$ cat src/rtl/demux_pkg.sv
// Shared lane constants, lane index type and the round-robin pick helper
// used by the demux lane deserializer.
package demux_pkg;

  localparam int unsigned LANES     = 4;
  localparam int unsigned OVF_CNT_W = 8;

  typedef logic [1:0] lane_t;

  // First requesting lane at or after ptr, wrapping; returns ptr when nothing requests.
  function automatic lane_t rr_pick(input logic [LANES-1:0] req, input lane_t ptr);
    lane_t idx;
    rr_pick = ptr;
    for (int k = LANES - 1; k >= 0; k--) begin
      idx = ptr + lane_t'(k);
      if (req[idx]) rr_pick = idx;
    end
  endfunction

endpackage

$ cat src/rtl/demux_lane_deser4_if.sv
// Valid/ready word stream carrying assembled words and their source lane.
interface demux_lane_deser4_if #(
  parameter int unsigned WIDTH = 8
);
  import demux_pkg::*;

  logic             out_vld;
  logic             out_rdy;
  logic [WIDTH-1:0] out_data;
  lane_t            out_lane;

  modport master (output out_vld, output out_data, output out_lane, input out_rdy);
  modport slave  (input out_vld, input out_data, input out_lane, output out_rdy);

endinterface

$ cat src/rtl/lane_shifter.sv
// One demux lane: shift register, bit counter and a single-entry holding register.
// done pulses on the cycle the last bit of a word is shifted in.
module lane_shifter #(
  parameter int unsigned WIDTH = 8
) (
  input  logic             clk,
  input  logic             rst,
  input  logic             shift,
  input  logic             din,
  input  logic             drain,
  output logic [WIDTH-1:0] hold,
  output logic             full,
  output logic             done
);

  localparam int unsigned CntW = $clog2(WIDTH);

  logic [WIDTH-1:0] sr_q, sr_d;
  logic [WIDTH-1:0] hold_q, hold_d;
  logic [CntW-1:0]  cnt_q, cnt_d;
  logic             full_q, full_d;

  always_comb begin
    sr_d   = sr_q;
    cnt_d  = cnt_q;
    hold_d = hold_q;
    full_d = full_q;
    done   = 1'b0;
    if (drain) full_d = 1'b0;
    if (shift) begin
      sr_d = {sr_q[WIDTH-2:0], din};
      if (cnt_q == CntW'(WIDTH - 1)) begin
        cnt_d = '0;
        done  = 1'b1;
        // A word landing on an undrained full slot is dropped; hold keeps the old word.
        if (!full_q || drain) begin
          hold_d = sr_d;
          full_d = 1'b1;
        end
      end else begin
        cnt_d = cnt_q + 1'b1;
      end
    end
  end

  always_ff @(posedge clk) begin
    if (rst) begin
      sr_q   <= '0;
      cnt_q  <= '0;
      hold_q <= '0;
      full_q <= 1'b0;
    end else begin
      sr_q   <= sr_d;
      cnt_q  <= cnt_d;
      hold_q <= hold_d;
      full_q <= full_d;
    end
  end

  assign hold = hold_q;
  assign full = full_q;

endmodule

$ cat src/rtl/demux_lane_deser4.sv
// Four-lane deserializer behind a 1-to-4 demux with a round-robin merged output stream.
// Optional macro DESER_OVF_CNT_EN adds per-lane saturating drop counters on ovf_cnt.
module demux_lane_deser4
  import demux_pkg::*;
#(
  parameter int unsigned WIDTH = 8
) (
  input  logic                  clk,
  input  logic                  rst,
  input  logic                  bit_vld,
  input  lane_t                 sel,
  input  logic                  y0,
  input  logic                  y1,
  input  logic                  y2,
  input  logic                  y3,
  demux_lane_deser4_if.master   stream,
  output logic [LANES-1:0]      ovf,
  input  logic                  ovf_clr
`ifdef DESER_OVF_CNT_EN
  ,
  output logic [LANES*OVF_CNT_W-1:0] ovf_cnt
`endif
);

  logic [LANES-1:0] y, full, done, drain, drop;
  logic [WIDTH-1:0] hold [LANES];
  lane_t            win;
  logic             free, grant;

  lane_t            rr_ptr_q, rr_ptr_d;
  logic             out_vld_q, out_vld_d;
  logic [WIDTH-1:0] out_data_q, out_data_d;
  lane_t            out_lane_q, out_lane_d;
  logic [LANES-1:0] ovf_q, ovf_d;

  assign y = {y3, y2, y1, y0};

  for (genvar i = 0; i < LANES; i++) begin : g_lane
    lane_shifter #(
      .WIDTH (WIDTH)
    ) u_lane (
      .clk   (clk),
      .rst   (rst),
      .shift (bit_vld && (sel == lane_t'(i))),
      .din   (y[i]),
      .drain (drain[i]),
      .hold  (hold[i]),
      .full  (full[i]),
      .done  (done[i])
    );
  end

  assign win   = rr_pick(full, rr_ptr_q);
  assign free  = !out_vld_q || stream.out_rdy;
  assign grant = free && (|full);
  assign drain = grant ? (LANES'(1) << win) : '0;
  assign drop  = done & full & ~drain;

  always_comb begin
    out_vld_d  = out_vld_q;
    out_data_d = out_data_q;
    out_lane_d = out_lane_q;
    rr_ptr_d   = rr_ptr_q;
    if (free) out_vld_d = grant;
    if (grant) begin
      out_data_d = hold[win];
      out_lane_d = win;
      rr_ptr_d   = win + lane_t'(1);
    end
    // A new overflow wins over a simultaneous clear on its own lane.
    ovf_d = (ovf_clr ? '0 : ovf_q) | drop;
  end

  always_ff @(posedge clk) begin
    if (rst) begin
      out_vld_q  <= 1'b0;
      out_data_q <= '0;
      out_lane_q <= '0;
      rr_ptr_q   <= '0;
      ovf_q      <= '0;
    end else begin
      out_vld_q  <= out_vld_d;
      out_data_q <= out_data_d;
      out_lane_q <= out_lane_d;
      rr_ptr_q   <= rr_ptr_d;
      ovf_q      <= ovf_d;
    end
  end

  assign stream.out_vld  = out_vld_q;
  assign stream.out_data = out_data_q;
  assign stream.out_lane = out_lane_q;
  assign ovf             = ovf_q;

`ifdef DESER_OVF_CNT_EN
  logic [OVF_CNT_W-1:0] cnt_q [LANES];
  logic [OVF_CNT_W-1:0] cnt_d [LANES];

  always_comb begin
    for (int i = 0; i < LANES; i++) begin
      cnt_d[i] = ovf_clr ? '0 : cnt_q[i];
      if (drop[i] && (cnt_d[i] != '1)) cnt_d[i] = cnt_d[i] + 1'b1;
    end
  end

  always_ff @(posedge clk) begin
    for (int i = 0; i < LANES; i++) begin
      if (rst) cnt_q[i] <= '0;
      else     cnt_q[i] <= cnt_d[i];
    end
  end

  always_comb begin
    ovf_cnt = '0;
    for (int i = 0; i < LANES; i++) ovf_cnt[i*OVF_CNT_W +: OVF_CNT_W] = cnt_q[i];
  end
`endif

endmodule

$ cat src/flat_wrapper.sv
// flat-port wrapper written by rule: the top's interface ports become plain ports
module demux_lane_deser4_flat import demux_pkg::*;
#(
  parameter int unsigned WIDTH = 8
)
  (clk, rst, bit_vld, sel, y0, y1, y2, y3, ovf, ovf_clr, stream_out_vld, stream_out_data, stream_out_lane, stream_out_rdy);
  demux_lane_deser4_if #(.WIDTH(WIDTH)) stream_i ();
  input  logic clk;
  input  logic rst;
  input  logic bit_vld;
  input  lane_t sel;
  input  logic y0;
  input  logic y1;
  input  logic y2;
  input  logic y3;
  output logic [LANES-1:0] ovf;
  input  logic ovf_clr;
  output wire logic [$bits(stream_i.out_vld)-1:0] stream_out_vld;
  output wire logic [$bits(stream_i.out_data)-1:0] stream_out_data;
  output wire logic [$bits(stream_i.out_lane)-1:0] stream_out_lane;
  input wire logic [$bits(stream_i.out_rdy)-1:0] stream_out_rdy;
  assign stream_out_vld = stream_i.out_vld;
  assign stream_out_data = stream_i.out_data;
  assign stream_out_lane = stream_i.out_lane;
  assign stream_i.out_rdy = stream_out_rdy;
  demux_lane_deser4 #(.WIDTH(WIDTH)) u_core (.clk(clk), .rst(rst), .bit_vld(bit_vld), .sel(sel), .y0(y0), .y1(y1), .y2(y2), .y3(y3), .stream(stream_i), .ovf(ovf), .ovf_clr(ovf_clr));
endmodule
$ cat config.mk
export PLATFORM = sky130hd
export DESIGN_NAME = demux_lane_deser4_flat
export DESIGN_NICKNAME = d
export VERILOG_FILES = /design/src/rtl/demux_pkg.sv /design/src/rtl/demux_lane_deser4_if.sv /design/src/rtl/lane_shifter.sv /design/src/rtl/demux_lane_deser4.sv /design/src/flat_wrapper.sv
export SDC_FILE = /design/constraint.sdc
export NUM_CORES = 1
export LEC_CHECK = 0
export ABC_AREA = 1
export CORE_MARGIN = 2
export CORE_UTILIZATION = 52
export CTS_CLUSTER_DIAMETER = 30
export DETAILED_ROUTE_END_ITERATION = 6
export PLACE_DENSITY = 0.71
export SETUP_SLACK_MARGIN = 0.05
export SKIP_CTS_REPAIR_TIMING = 1
export SYNTH_ARGS = -nofsm -noshare
export SYNTH_HDL_FRONTEND = slang
export SYNTH_SLANG_ARGS = --single-unit
$ cat constraint.sdc
create_clock -name clk -period 2.3 [get_ports clk]
set_input_delay 0.575 -clock clk [delete_from_list [all_inputs] [get_ports clk]]
set_output_delay 0.575 -clock clk [all_outputs]
set_load 0.01 [all_outputs]
After elaboration in Yosys (flattened, before gate mapping)
Index checks and enable logic that the tools add are counted.
{ "word_totals": {"in_bits": 11, "reg_bits": 93, "out_inout_bits": 15, "wordCells": 113} }
{ "classes": {"mux": 45, "bitwise_logic": 5, "n_eq_ne": 7, "addsub": 8, "reduce_logical": 21, "n_shift": 1, "n_lt_le_gt_ge": 5} }
{ "op_table": {"columns": ["operator", "n"], "rows": [
  ["$mux 1", 28],
  ["$bmux 8 s2", 1],
  ["$mux 8", 2],
  ["$add 3x1->3 const B", 4],
  ["$eq 3x3->1 const B", 4],
  ["$lt 2x3->1 const B", 4],
  ["$mux 3", 4],
  ["$reduce_and 3->1", 4],
  ["$and 4x4->4", 2],
  ["$bmux 1 s2", 4],
  ["$mux 2", 4],
  ["$mux 4", 2],
  ["$logic_and 1x1->1", 5],
  ["$logic_not 1->1", 5],
  ["$logic_or 1x1->1", 5],
  ["$add 2x1->2 const B", 2],
  ["$add 2x2->2 const B", 2],
  ["$eq 2x2->1 const B", 2],
  ["$not 4->4", 1],
  ["$or 4x4->4", 1],
  ["$reduce_or 4->1", 1],
  ["$shl 1x2->4 const A", 1],
  ["$ge 3x3->1 const B", 1],
  ["$not 2->3", 1],
  ["2 further kinds", 2]
]} }

Depth between registers and ports, before layout
Gate-level depths: netlist of run 1.
{ "logic_depth": {"ltp_word": 13, "depth_mapped": 17, "mapped_depth_nobuf": 15} }

Cells and area by module
Synthesis of run 1 repeated with hierarchy kept, for this count alone.
{ "unflattened": {"hier_cells": 622, "area_unflattened_um2": 4704.5} }
{ "by_module_without_submodules": {"columns": ["mod", "instances", "area_per_inst_um2", "seq_area_each_um2", "cells_each"], "rows": [
  ["lane_shifter", 4, 819.5, 380.4, 95],
  ["demux_lane_deser4", 1, 1426.4, 340.3, 242]
]} }

Worst setup path before layout of run 1
OpenSTA, ideal clock, no wires.
{ "synth_timing": {"kind": "in2reg", "from": "in bit_vld", "to": "reg u_core.ovf_q[3] (netlist: u_core.ovf[3])", "setup_time_ns": 0.070, "required_ns": 2.230, "setup_slack_ns": 0.532, "arrival_ns": 1.697, "n_path_buf": 1, "path_stages": 7, "cell_sequence": "nand2_1 -> nor2_1 -> inv_1 -> nor2_2 -> buf_4 -> nand3_1 -> a21oi_1"} }
{ "synth_via": {"elab_chain_len": 5} }
{ "synth_lines": {"columns": ["element", "line_no", "rtl"], "rows": [
  ["from (decl)", "flat_wrapper.sv:10", "input logic bit_vld;"],
  ["$logic_and 1x1->1", "demux_lane_deser4.sv:44", ".shift (bit_vld && (sel == lane_t'(i))),"],
  ["$mux 1", "lane_shifter.sv:30", "if (shift) begin"],
  ["$and 4x4->4 (2 in series)", "demux_lane_deser4.sv:57", "assign drop = done & full & ~drain;"],
  ["$or 4x4->4", "demux_lane_deser4.sv:71", "ovf_d = (ovf_clr ? '0 : ovf_q) | drop;"],
  ["to (signal assigned)", "demux_lane_deser4.sv:86", "ovf_q <= ovf_d;"],
  ["to (decl)", "demux_lane_deser4.sv:34", "logic [LANES-1:0] ovf_q, ovf_d;"]
]} }
Every way passes these cells.
A chain may end at the register's enable or synchronous reset.

Worst setup path in the final report of run 1
{ "layout_timing": {"from": "reg u_core.rr_ptr_q[1]", "to": "reg u_core.g_lane[1].u_lane.hold_q[5]"} }
{ "layout_via": {"elab_chain_len": 11, "elab_cells_between_ends": 19, "classes_between": "add/sub (3); shift (1); mux (13); reduce/logical (2)"} }
{ "layout_lines": {"columns": ["element", "line_no", "rtl"], "rows": [
  ["from (decl)", "demux_lane_deser4.sv:30", "lane_t rr_ptr_q, rr_ptr_d;"],
  ["from (signal assigned)", "demux_lane_deser4.sv:85", "rr_ptr_q <= rr_ptr_d;"],
  ["$add 2x2->2", "demux_pkg.sv:15", "idx = ptr + lane_t'(k);"],
  ["$bmux 1 s2", "demux_pkg.sv:16", "if (req[idx]) rr_pick = idx;"],
  ["$mux 1 (not written as such)", "demux_pkg.sv:16", null],
  ["$mux 2 (3 in series)", "demux_pkg.sv:16", null],
  ["$mux 2 *", "demux_pkg.sv:16", null],
  ["$shl 1x2->4 *", "demux_lane_deser4.sv:56", "assign drain = grant ? (LANES'(1) << win) : '0;"],
  ["$mux 4 *", "demux_lane_deser4.sv:56", null],
  ["$logic_or 1x1->1 *", "lane_shifter.sv:36", "if (!full_q || drain) begin"],
  ["$reduce_and 3->1 (no line) *", null, null],
  ["to (signal assigned)", "lane_shifter.sv:55", "hold_q <= hold_d;"],
  ["to (decl)", "lane_shifter.sv:19", "logic [WIDTH-1:0] hold_q, hold_d;"]
]} }
Mark *: on every way between the ends. The rest lies on a longest branch, timed or not. The select of a mux whose other input is x is not followed.

==> impl_summary.txt, run 1 <==
----------------------------------------------------
[Clock network]
  Maximum clock path buffer count ... 2
  TritonCTS Buffers ... 9
  Worst-Skew Late Latency ... 0.37 ns
  Reg clk slew, reported paths ... 0.10 ns
  TritonCTS clock tree ... built
  H-tree depth ... 3
  Number of clock sinks ... 93
  Buffer cell driving the clock tree root ... sky130_fd_sc_hd__clkbuf_8

[Critical path]
  Crit path launch ... u_core.rr_ptr_q[1]$_SDFFE_PP0P_
  Data arrival at the endpoint of the critical path ... 2.27 ns
  Setup Crit Path Kind ... reg2reg
  CP Capture Type ... flip-flop
  Combined buffer and inverter count along the critical path ... 2
  Crit Reg-Reg Startpoint ... u_core.rr_ptr_q[1]$_SDFFE_PP0P_
  Biggest fanout along the worst timing path ... 18
  Slowest CP cell ... sky130_fd_sc_hd__dfxtp_1
  Max stage delay on crit path ... 0.42 ns
  CP startpoint kind ... flip-flop
  Required time of the critical path ... 2.56 ns
  Register-to-register setup slack ... 0.29 ns
  Worst r2r dst ... u_core.g_lane[1].u_lane.hold[5]$_SDFFE_PP0P_
  Cell family contributing the most delay on the critical path ... simple AND/OR/NAND/NOR gates
  Cell-by-cell trace of the critical path ... inv_2 -> nand2_1 -> nand2_1 -> nand2_1 -> nand2_1 -> inv_1 -> nand2_1 -> nand2_1 -> nand2_1 -> nand2_4 -> nand3_2 -> nand2_4 -> nand3_1 -> nand2_1 -> nor2_1
  Number of cell instances on the worst register-to-register path ... 15
  Cell seen most often among critical-path stages ... sky130_fd_sc_hd__nand2_1

[Timing]
  Number of failing setup endpoints in the final timing report ... 0
  Post-Route Setup TNS ... 0 ns
  Endpoints failing hold ... 0
  Worst clock skew on the final layout ... 0.0153 ns
  Final Cycle Share ... 87.3%
  Setup repair after global routing missed its margin ... no
  Transition time at the pin with the least slew margin ... 0.362 ns
  Achievable Freq ... 498 MHz
  Max-slew violation count ... 0
  Final period demand of the worst path ... 2.01 ns
  Worst path setup slack after routing ... 0.292 ns
  Max_slew headroom ... 75.8%

[Job]
  Max-cap violations ... 0

[Routing]
  Via total after detailed routing ... 3769
  Violation count after the first detailed-route iteration ... 156
  Post-detailed-route DRC marker count ... 0
  Total length of routed wires ... 9000 µm
  Post-DRT Antenna Nets ... 0
  Number of iterations in the first detailed-routing pass ... 4
  WL per Instance ... 11.9 µm
  Avg Vias per Cell ... 4.99

[Layout]
  Filler cell count ... 756
  Leading cell types in the layout, fill and taps excluded ... 113 x sky130_fd_sc_hd__nand2_1, 99 x sky130_fd_sc_hd__inv_1, 91 x sky130_fd_sc_hd__dfxtp_1
  Number of nets in the layout ... 665
  Share of post-route cells with drive strength above 1 ... 12.6%
  Area added between synthesis and finish ... 13.1%
  Commonest non-fill, non-tap cell in the layout ... sky130_fd_sc_hd__nand2_1
  Ant diodes ... 0
  Final instance area ... 5050 µm²

[Logic synthesis]
  Synthesized instance count ... 621
  Post-Syn Area per Cell ... 7.19 µm²
  Most common flop cell mapped by yosys ... sky130_fd_sc_hd__dfxtp_1
  Multiplexer fraction of the synthesized cell area ... 0%
  Async set-reset flop share out of synthesis ... 0%
  EDFF count, synth ... 0
  #FFs+latches synth ... 93
  Sequential element share of the synthesized area ... 41.7%
  Yosys warning count ... 0
  Share of the synthesized area in compound gates (AO/OA/AOI/OAI) ... 15.3%
  Xor/xnor cell area share of the yosys netlist ... 0%
  Number of distinct library cells after synthesis ... 29
  Area of the mapped netlist ... 4470 µm²
  Largest family of logic cells by synthesized area ... simple AND/OR/NAND/NOR gates
  Area share of fa/ha/maj cells after synthesis ... 2.24%
  Post-synth net total ... 640
  Simple-gate portion of the synthesized area ... 27.9%

[Global route]
  All-Layer GR Usage ... 20.1%
  Via count of the first global-routing pass ... 3480
  Number of antenna violations at the first check in global routing ... 0
  Maximum number of pins on one net before global-route repair ... 40
  Total grt overflow ... 0
  Global-route wire length before repair ... 15600 µm

[Pwr]
  LEAKAGE ... 2.11 nW
  Power density over the cells ... 583 nW/µm²
  IR Drop Worst-Case VDD ... 0.274 mV

[Floorplanning]
  Overall die width ... 96.7 µm
  Die Y ... 96.7 µm
  I/O Pins ... 26
  Total Die Area ... 9350 µm²
  Effective utilization at floorplan ... 54.1%
  Placement row count ... 33
  Floorplan Core Area ... 8260 µm²

[Worst hold path]
  Worst Hold Path Cells ... 2
  Type of the worst min-delay path ... reg2reg
  Hold path startpoint ... u_core.g_lane[0].u_lane.sr_q[1]$_SDFFE_PP0P_
  End of the worst hold path ... u_core.g_lane[0].u_lane.sr_q[2]$_SDFFE_PP0P_

[Place]
  Total half-perimeter wirelength after legalization and detailed placement ... 6390 µm
  Setup WS pre-CTS ... 0.174 ns
  Port bufs ... 25
  Post-place instance area ... 4840 µm²
  Gp weighted congestion ... 0.962

[Run status]
  Result of the run ... completed

----------------------------------------------------
-- cells in the mapped netlist (2+ instances only) --
master / instances / area share (%)
sky130_fd_sc_hd__a21oi_1: 56 / 6.3
sky130_fd_sc_hd__a21oi_2: 16 / 3.1
sky130_fd_sc_hd__buf_1: 2 / 0.17
sky130_fd_sc_hd__buf_12: 2 / 0.90
sky130_fd_sc_hd__buf_2: 4 / 0.45
sky130_fd_sc_hd__buf_6: 5 / 1.3
sky130_fd_sc_hd__clkbuf_1: 14 / 1.2
sky130_fd_sc_hd__dfxtp_1: 93 / 42
sky130_fd_sc_hd__ha_1: 8 / 2.2
sky130_fd_sc_hd__inv_1: 99 / 8.3
sky130_fd_sc_hd__inv_2: 4 / 0.34
sky130_fd_sc_hd__nand2_1: 113 / 9.5
sky130_fd_sc_hd__nand2_2: 5 / 0.70
sky130_fd_sc_hd__nand2_4: 6 / 1.5
sky130_fd_sc_hd__nand3_1: 66 / 7.4
sky130_fd_sc_hd__nand3_2: 3 / 0.67
sky130_fd_sc_hd__nand3_4: 3 / 1.2
sky130_fd_sc_hd__nor2_1: 63 / 5.3
sky130_fd_sc_hd__nor2_2: 6 / 0.84
sky130_fd_sc_hd__nor3_2: 2 / 0.45
sky130_fd_sc_hd__o211a_1: 3 / 0.67
sky130_fd_sc_hd__o211ai_1: 2 / 0.34
sky130_fd_sc_hd__o21ai_0: 40 / 4.5
-- per-layer routing --
metal / track usage, % / wire length (µm) / vias up
li1: - / - / 2007
met1: 26.5 / 4250 / 1687
met2: 32.7 / 4210 / 67
met3: 4.05 / 431 / 8
met4: 7.37 / 117 / 0
met5: 0 / 0 / -
-- state kept, by name, indices dropped and copies added (netlist names) --
register / flops
u_core.g_lane.u_lane.cnt_q: 12
u_core.g_lane.u_lane.full: 4
u_core.g_lane.u_lane.hold: 32
u_core.g_lane.u_lane.sr_q: 28
u_core.ovf: 4
u_core.rr_ptr_q: 2
u_core.stream.out_data: 8
u_core.stream.out_lane: 2
u_core.stream.out_vld: 1
-- report_power, final --
| group | internal [mW] | switching, mW |
|---|---|---|
| registers | 1.64 | 0.0168 |
| logic | 0.0558 | 0.0877 |
| clock network | 0.540 | 0.601 |
| total | 2.24 | 0.706 |
-- worst max-delay path by stage --
stage                                                         endpoint  cells after the start
after floorplan                               u_core.ovf[3]$_SDFF_PP0_                      7
after detailed placement  u_core.g_lane[1].u_lane.hold[5]$_SDFFE_PP0P_                     15
after CTS                 u_core.g_lane[1].u_lane.hold[7]$_SDFFE_PP0P_                     15
after global placement    u_core.g_lane[1].u_lane.hold[6]$_SDFFE_PP0P_                      9
after global routing      u_core.g_lane[1].u_lane.hold[6]$_SDFFE_PP0P_                     15
final                     u_core.g_lane[1].u_lane.hold[5]$_SDFFE_PP0P_                     15
-- area by class of cell --
| class | count | area, µm² | area share [%] |
|---|---|---|---|
| multi-input cells | 396 | 2030 | 40.2 |
| flip-flops and latches | 93 | 1860 | 36.9 |
| repair buffers | 42 | 428 | 8.47 |
| inverters | 104 | 393 | 7.78 |
| clock buffers | 10 | 138 | 2.72 |
| well taps | 105 | 131 | 2.60 |
| clock inverters | 6 | 68.8 | 1.36 |
-- cells by family after synthesis --
group,after synthesis
buffers and inverters,132
adder cells (fa/ha/maj),8
AND/OR/NAND/NOR,270
flip-flops,93
AO/OA/AOI/OAI,118
-- per-stage QoR --
stage / instances / hold WS (ns) / utilization (%) / power, mW
floorplan: 621 / 0.441 / - / 1.79
global placement: 740 / 0.456 / 58.7 / 1.84
detailed placement: 740 / 0.459 / 58.7 / 1.84
CTS: 756 / 0.469 / 61.2 / 2.97
global route: 756 / 0.502 / 61.2 / 3.06
finish: 756 / 0.459 / 61.2 / 2.94
-- tightest hold or removal path, cell delays in order (launching register included) --
cell                      delay, ns
sky130_fd_sc_hd__dfxtp_1       0.31
sky130_fd_sc_hd__inv_1         0.06
sky130_fd_sc_hd__a21oi_1       0.06
No activity file was read; power rests on OpenSTA's default activity.
==> inputs of run 2 (changes only) <==
--- a/config.mk
+++ b/config.mk
@@ -15,4 +15,5 @@
 export SKIP_CTS_REPAIR_TIMING = 1
 export SYNTH_ARGS = -nofsm -noshare
 export SYNTH_HDL_FRONTEND = slang
+export SYNTH_HIERARCHICAL = 1
 export SYNTH_SLANG_ARGS = --single-unit
==> run 2 against run 1 <==
  * Non-clock buffer count rose by 11
  * Critical path depth rose by 1
  * Clock power rose by 6%
  * Global-route usage rose by 0.59 points
  * Sequential share of layout area fell by 1.8 points
  * Die area rose by 5.1%
  * Combinational power rose by 11%
  * Hold slack improved by 0.011 ns
  * Sequential power barely moved
==> impl_summary.txt, run 2 <==
----------------------------------------------------
[Layout]
  Largest register FFs ... 32 (unchanged)
  Filler cell count ... 809 (+7.0%)
  Final instance area ... 5320 µm² (+5.3%)
  Commonest non-fill, non-tap cell in the layout ... sky130_fd_sc_hd__inv_1
  Ant diodes ... 0 (unchanged)
  Number of nets in the layout ... 677 (+1.8%)
  Share of post-route cells with drive strength above 1 ... 18.9% (+6.3 points)
  Leading cell types in the layout, fill and taps excluded ... 98 x sky130_fd_sc_hd__inv_1, 93 x sky130_fd_sc_hd__nand3_1, 90 x sky130_fd_sc_hd__dfxtp_1
  Area added between synthesis and finish ... 13.0% (about the same)
  Final core area utilization ... 60.7% (-0.50 points)

[Timing]
  Setup repair after global routing missed its margin ... no
  Endpoints failing hold ... 0 (unchanged)
  Post-Route Setup TNS ... 0 ns (unchanged)
  Max_slew headroom ... 70.1% (-5.8 points)
  Worst path setup slack after routing ... 0.236 ns (-0.0554 ns)
  Number of failing setup endpoints in the final timing report ... 0 (unchanged)
  Achievable Freq ... 485 MHz (-2.7%)
  Transition time at the pin with the least slew margin ... 0.448 ns (+0.0853 ns)
  Worst clock skew on the final layout ... 0.0103 ns (-0.00500 ns)
  Max-slew violation count ... 0 (unchanged)
  Final period demand of the worst path ... 2.06 ns (+0.0554 ns)
  Final Cycle Share ... 89.7% (+2.4 points)

[Clock network]
  Buffer cell driving the clock tree root ... sky130_fd_sc_hd__clkbuf_8
  TritonCTS clock tree ... built
  H-tree depth ... 3 (unchanged)
  Maximum clock path buffer count ... 2 (unchanged)
  TritonCTS Buffers ... 9 (unchanged)
  Number of clock sinks ... 93 (unchanged)
  Worst-Skew Late Latency ... 0.36 ns (about the same)
  Reg clk slew, reported paths ... 0.10 ns (about the same)

[Logic synthesis]
  Leading cell types by count after synthesis ... 98 x sky130_fd_sc_hd__inv_1, 93 x sky130_fd_sc_hd__dfxtp_1, 93 x sky130_fd_sc_hd__nand3_1, 71 x sky130_fd_sc_hd__nand2_1, 67 x sky130_fd_sc_hd__nor2_1
  Biggest area consumer among synthesized cells ... sky130_fd_sc_hd__dfxtp_1
  Post-synth net total ... 641 (+0.16%)
  Area of the mapped netlist ... 4700 µm² (+5.3%)
  Post-Syn Area per Cell ... 7.56 µm² (+5.1%)
  Synthesized instance count ... 622 (+0.16%)
  Xor/xnor cell area share of the yosys netlist ... 0.745% (+0.74 points)
  Area share of fa/ha/maj cells after synthesis ... 2.13% (-0.11 points)
  Portion of synthesized cell area occupied by the leading cell type ... 39.6% (-2.1 points)
  #FFs+latches synth ... 93 (unchanged)
  Most common flop cell mapped by yosys ... sky130_fd_sc_hd__dfxtp_1
  Sequential element share of the synthesized area ... 39.6% (-2.1 points)
  Number of distinct library cells after synthesis ... 30 (+3.4%)
  Multiplexer fraction of the synthesized cell area ... 0% (unchanged)
  Async set-reset flop share out of synthesis ... 0% (unchanged)
  Cells taking the most area after synthesis ... sky130_fd_sc_hd__dfxtp_1 40%, sky130_fd_sc_hd__nand3_1 9.9%, sky130_fd_sc_hd__inv_1 7.8%, sky130_fd_sc_hd__a21oi_2 6.0%, sky130_fd_sc_hd__nand2_1 5.7%
  Largest family of logic cells by synthesized area ... simple AND/OR/NAND/NOR gates
  Share of the synthesized area in compound gates (AO/OA/AOI/OAI) ... 14.7% (-0.53 points)
  EDFF count, synth ... 0 (unchanged)
  Yosys warning count ... 6 (+6)
  Simple-gate portion of the synthesized area ... 27.2% (-0.71 points)
  Most frequently used cell type in the post-synthesis netlist ... sky130_fd_sc_hd__inv_1

[Worst hold path]
  Type of the worst min-delay path ... reg2reg

[Critical path]
  Data arrival at the endpoint of the critical path ... 2.32 ns (+0.05 ns)
  CP startpoint kind ... flip-flop
  Crit path launch ... u_core/g_lane[1].u_lane/full$_SDFF_PP0_
  Number of cell instances on the worst register-to-register path ... 16 (+1)
  Required time of the critical path ... 2.56 ns (about the same)
  Worst r2r dst ... u_core/g_lane[2].u_lane/hold[3]$_SDFFE_PP0P_
  Crit Reg-Reg Startpoint ... u_core/g_lane[1].u_lane/full$_SDFF_PP0_
  Setup Crit Path Kind ... reg2reg
  Register-to-register setup slack ... 0.24 ns (-0.06 ns)
  CP endpoint ... u_core/g_lane[2].u_lane/hold[3]$_SDFFE_PP0P_
  Biggest fanout along the worst timing path ... 19 (+1)
  CP Capture Type ... flip-flop

[Floorplanning]
  I/O Pins ... 26 (unchanged)
  Die Y ... 99.1 µm (+2.5%)
  Overall die width ... 99.1 µm (+2.5%)
  Placement row count ... 34 (+3.0%)
  Floorplan Core Area ... 8760 µm² (+6.1%)
  Total Die Area ... 9820 µm² (+5.1%)
  Effective utilization at floorplan ... 53.7% (-0.42 points)

[Pwr]
  P_int ... 2.33 mW (+4.2%)
  Total Power ... 3.03 mW (+3.0%)
  Portion of total power attributed to the clock network ... 39.9% (+1.1 points)
  Total net switching power ... 701 µW (-0.73%)
  Fraction of power consumed by combinational cells ... 5.3% (+0.4 points)
  LEAKAGE ... 2.30 nW (+8.8%)
  Sequential fraction of design power ... 54.8% (-1.6 points)
  Proportion of total power due to net switching ... 23.1% (-0.87 points)
  IR Drop Worst-Case VDD ... 0.351 mV (+28%)
  Power density over the cells ... 570 nW/µm² (-2.2%)

[Place]
  Total half-perimeter wirelength after legalization and detailed placement ... 7110 µm (+11%)
  Gp weighted congestion ... 0.875 (-9.1%)
  Port bufs ... 25 (unchanged)
  Post-place instance area ... 5080 µm² (+5.0%)
  Setup WS pre-CTS ... -0.00363 ns (-0.178 ns)

[Routing]
  Violation count after the first detailed-route iteration ... 157 (+0.64%)
  Sum of met2 wire segment lengths after detailed routing ... 4560 µm (+8.3%)
  WL per Instance ... 12.3 µm (+3.4%)
  Length of routed met3 wiring ... 280 µm (-35%)
  Wire length the detailed router placed on met1 ... 4580 µm (+7.9%)
  Total length of routed wires ... 9500 µm (+5.5%)
  Post-detailed-route DRC marker count ... 0 (unchanged)
  Number of iterations in the first detailed-routing pass ... 5 (+1)
  Via total after detailed routing ... 3855 (+2.3%)
  Post-DRT Antenna Nets ... 0 (unchanged)
  Avg Vias per Cell ... 5.00 (+0.29%)
  Uppermost layer routed ... met4

[Global route]
  Total grt overflow ... 0 (unchanged)
  All-Layer GR Usage ... 20.7% (+0.59 points)
  Global-route wire length before repair ... 16700 µm (+6.8%)
  Via count of the first global-routing pass ... 3750 (+7.8%)
  Maximum number of pins on one net before global-route repair ... 20 (-50%)
  Number of antenna violations at the first check in global routing ... 0 (unchanged)

[Run status]
  Result of the run ... completed

[Job]
  Max-cap violations ... 0 (unchanged)

----------------------------------------------------
[run 2: critical path: stages (launching register included)]
cell and delay [ns]:
sky130_fd_sc_hd__dfxtp_1 0.39, sky130_fd_sc_hd__inv_1 0.10, sky130_fd_sc_hd__o21ai_1 0.17, sky130_fd_sc_hd__nand2_1 0.09, sky130_fd_sc_hd__nand2_1 0.08, sky130_fd_sc_hd__inv_2 0.04, sky130_fd_sc_hd__nand2_4 0.09, sky130_fd_sc_hd__nand2_4 0.07
sky130_fd_sc_hd__nand2_8 0.13, sky130_fd_sc_hd__nand2_4 0.09, sky130_fd_sc_hd__nand3_1 0.11, sky130_fd_sc_hd__inv_1 0.06, sky130_fd_sc_hd__inv_2 0.06, sky130_fd_sc_hd__nand2_4 0.12, sky130_fd_sc_hd__buf_12 0.17, sky130_fd_sc_hd__a21oi_2 0.13
sky130_fd_sc_hd__nor2_1 0.05
[run 2: kinds of logic after synthesis]
logic type / count (synthesis)
buffers and inverters: 139
AOI/OAI and AO/OA: 113
and+or+nand+nor: 265
xor gates and xnor gates: 4
DFF: 93
adders and majority gates: 8
[run 2: worst min path at each step]
stage | startpoint | slack, ns | depth (start not counted) | endpoint
4_1_cts | u_core/ovf[1]$_SDFF_PP0_ | 0.47 | 2 | u_core/ovf[1]$_SDFF_PP0_
3_5_place_dp | u_core/ovf[1]$_SDFF_PP0_ | 0.45 | 2 | u_core/ovf[1]$_SDFF_PP0_
3_3_place_gp | u_core/ovf[1]$_SDFF_PP0_ | 0.45 | 2 | u_core/ovf[1]$_SDFF_PP0_
6_report | u_core/ovf[1]$_SDFF_PP0_ | 0.47 | 2 | u_core/ovf[1]$_SDFF_PP0_
2_1_floorplan | u_core/g_lane[0].u_lane/sr_q[2]$_SDFFE_PP0P_ | 0.44 | 2 | u_core/g_lane[0].u_lane/sr_q[3]$_SDFFE_PP0P_
5_1_grt | u_core/ovf[0]$_SDFF_PP0_ | 0.50 | 2 | u_core/ovf[0]$_SDFF_PP0_
[run 2: power groups by stage]
stage | clock network, mW | registers, mW | logic [mW]
CTS | 1.24 | 1.66 | 0.162
floorplan | 0 | 1.70 | 0.113
finish | 1.21 | 1.66 | 0.160
global placement | 0 | 1.70 | 0.155
detailed placement | 0 | 1.70 | 0.161
global route | 1.32 | 1.67 | 0.185
[run 2: stage by stage]
| stage | hold slack (ns) | instances |
|---|---|---|
| 2_1_floorplan | 0.441 | 622 |
| 3_3_place_gp | 0.451 | 755 |
| 3_5_place_dp | 0.455 | 755 |
| 4_1_cts | 0.469 | 771 |
| 5_1_grt | 0.496 | 771 |
| 6_report | 0.470 | 771 |
[run 2: final cells by class]
class	instances	area [µm²]	area share [%]
Multi-Input combinational cell	390	2140	40.2
Sequential cell	93	1870	35.1
Timing Repair Buffer	53	523	9.84
Inverter	111	437	8.21
Tap cell	108	135	2.54
Clock buffer	10	128	2.40
Clock inverter	6	93.8	1.76
[run 2: routing by layer]
layer	track usage (%)	vias to the layer above
li1	-	2057
met1	26.9	1748
met2	34.8	43
met3	4.22	7
met4	5.90	0
met5	0	-
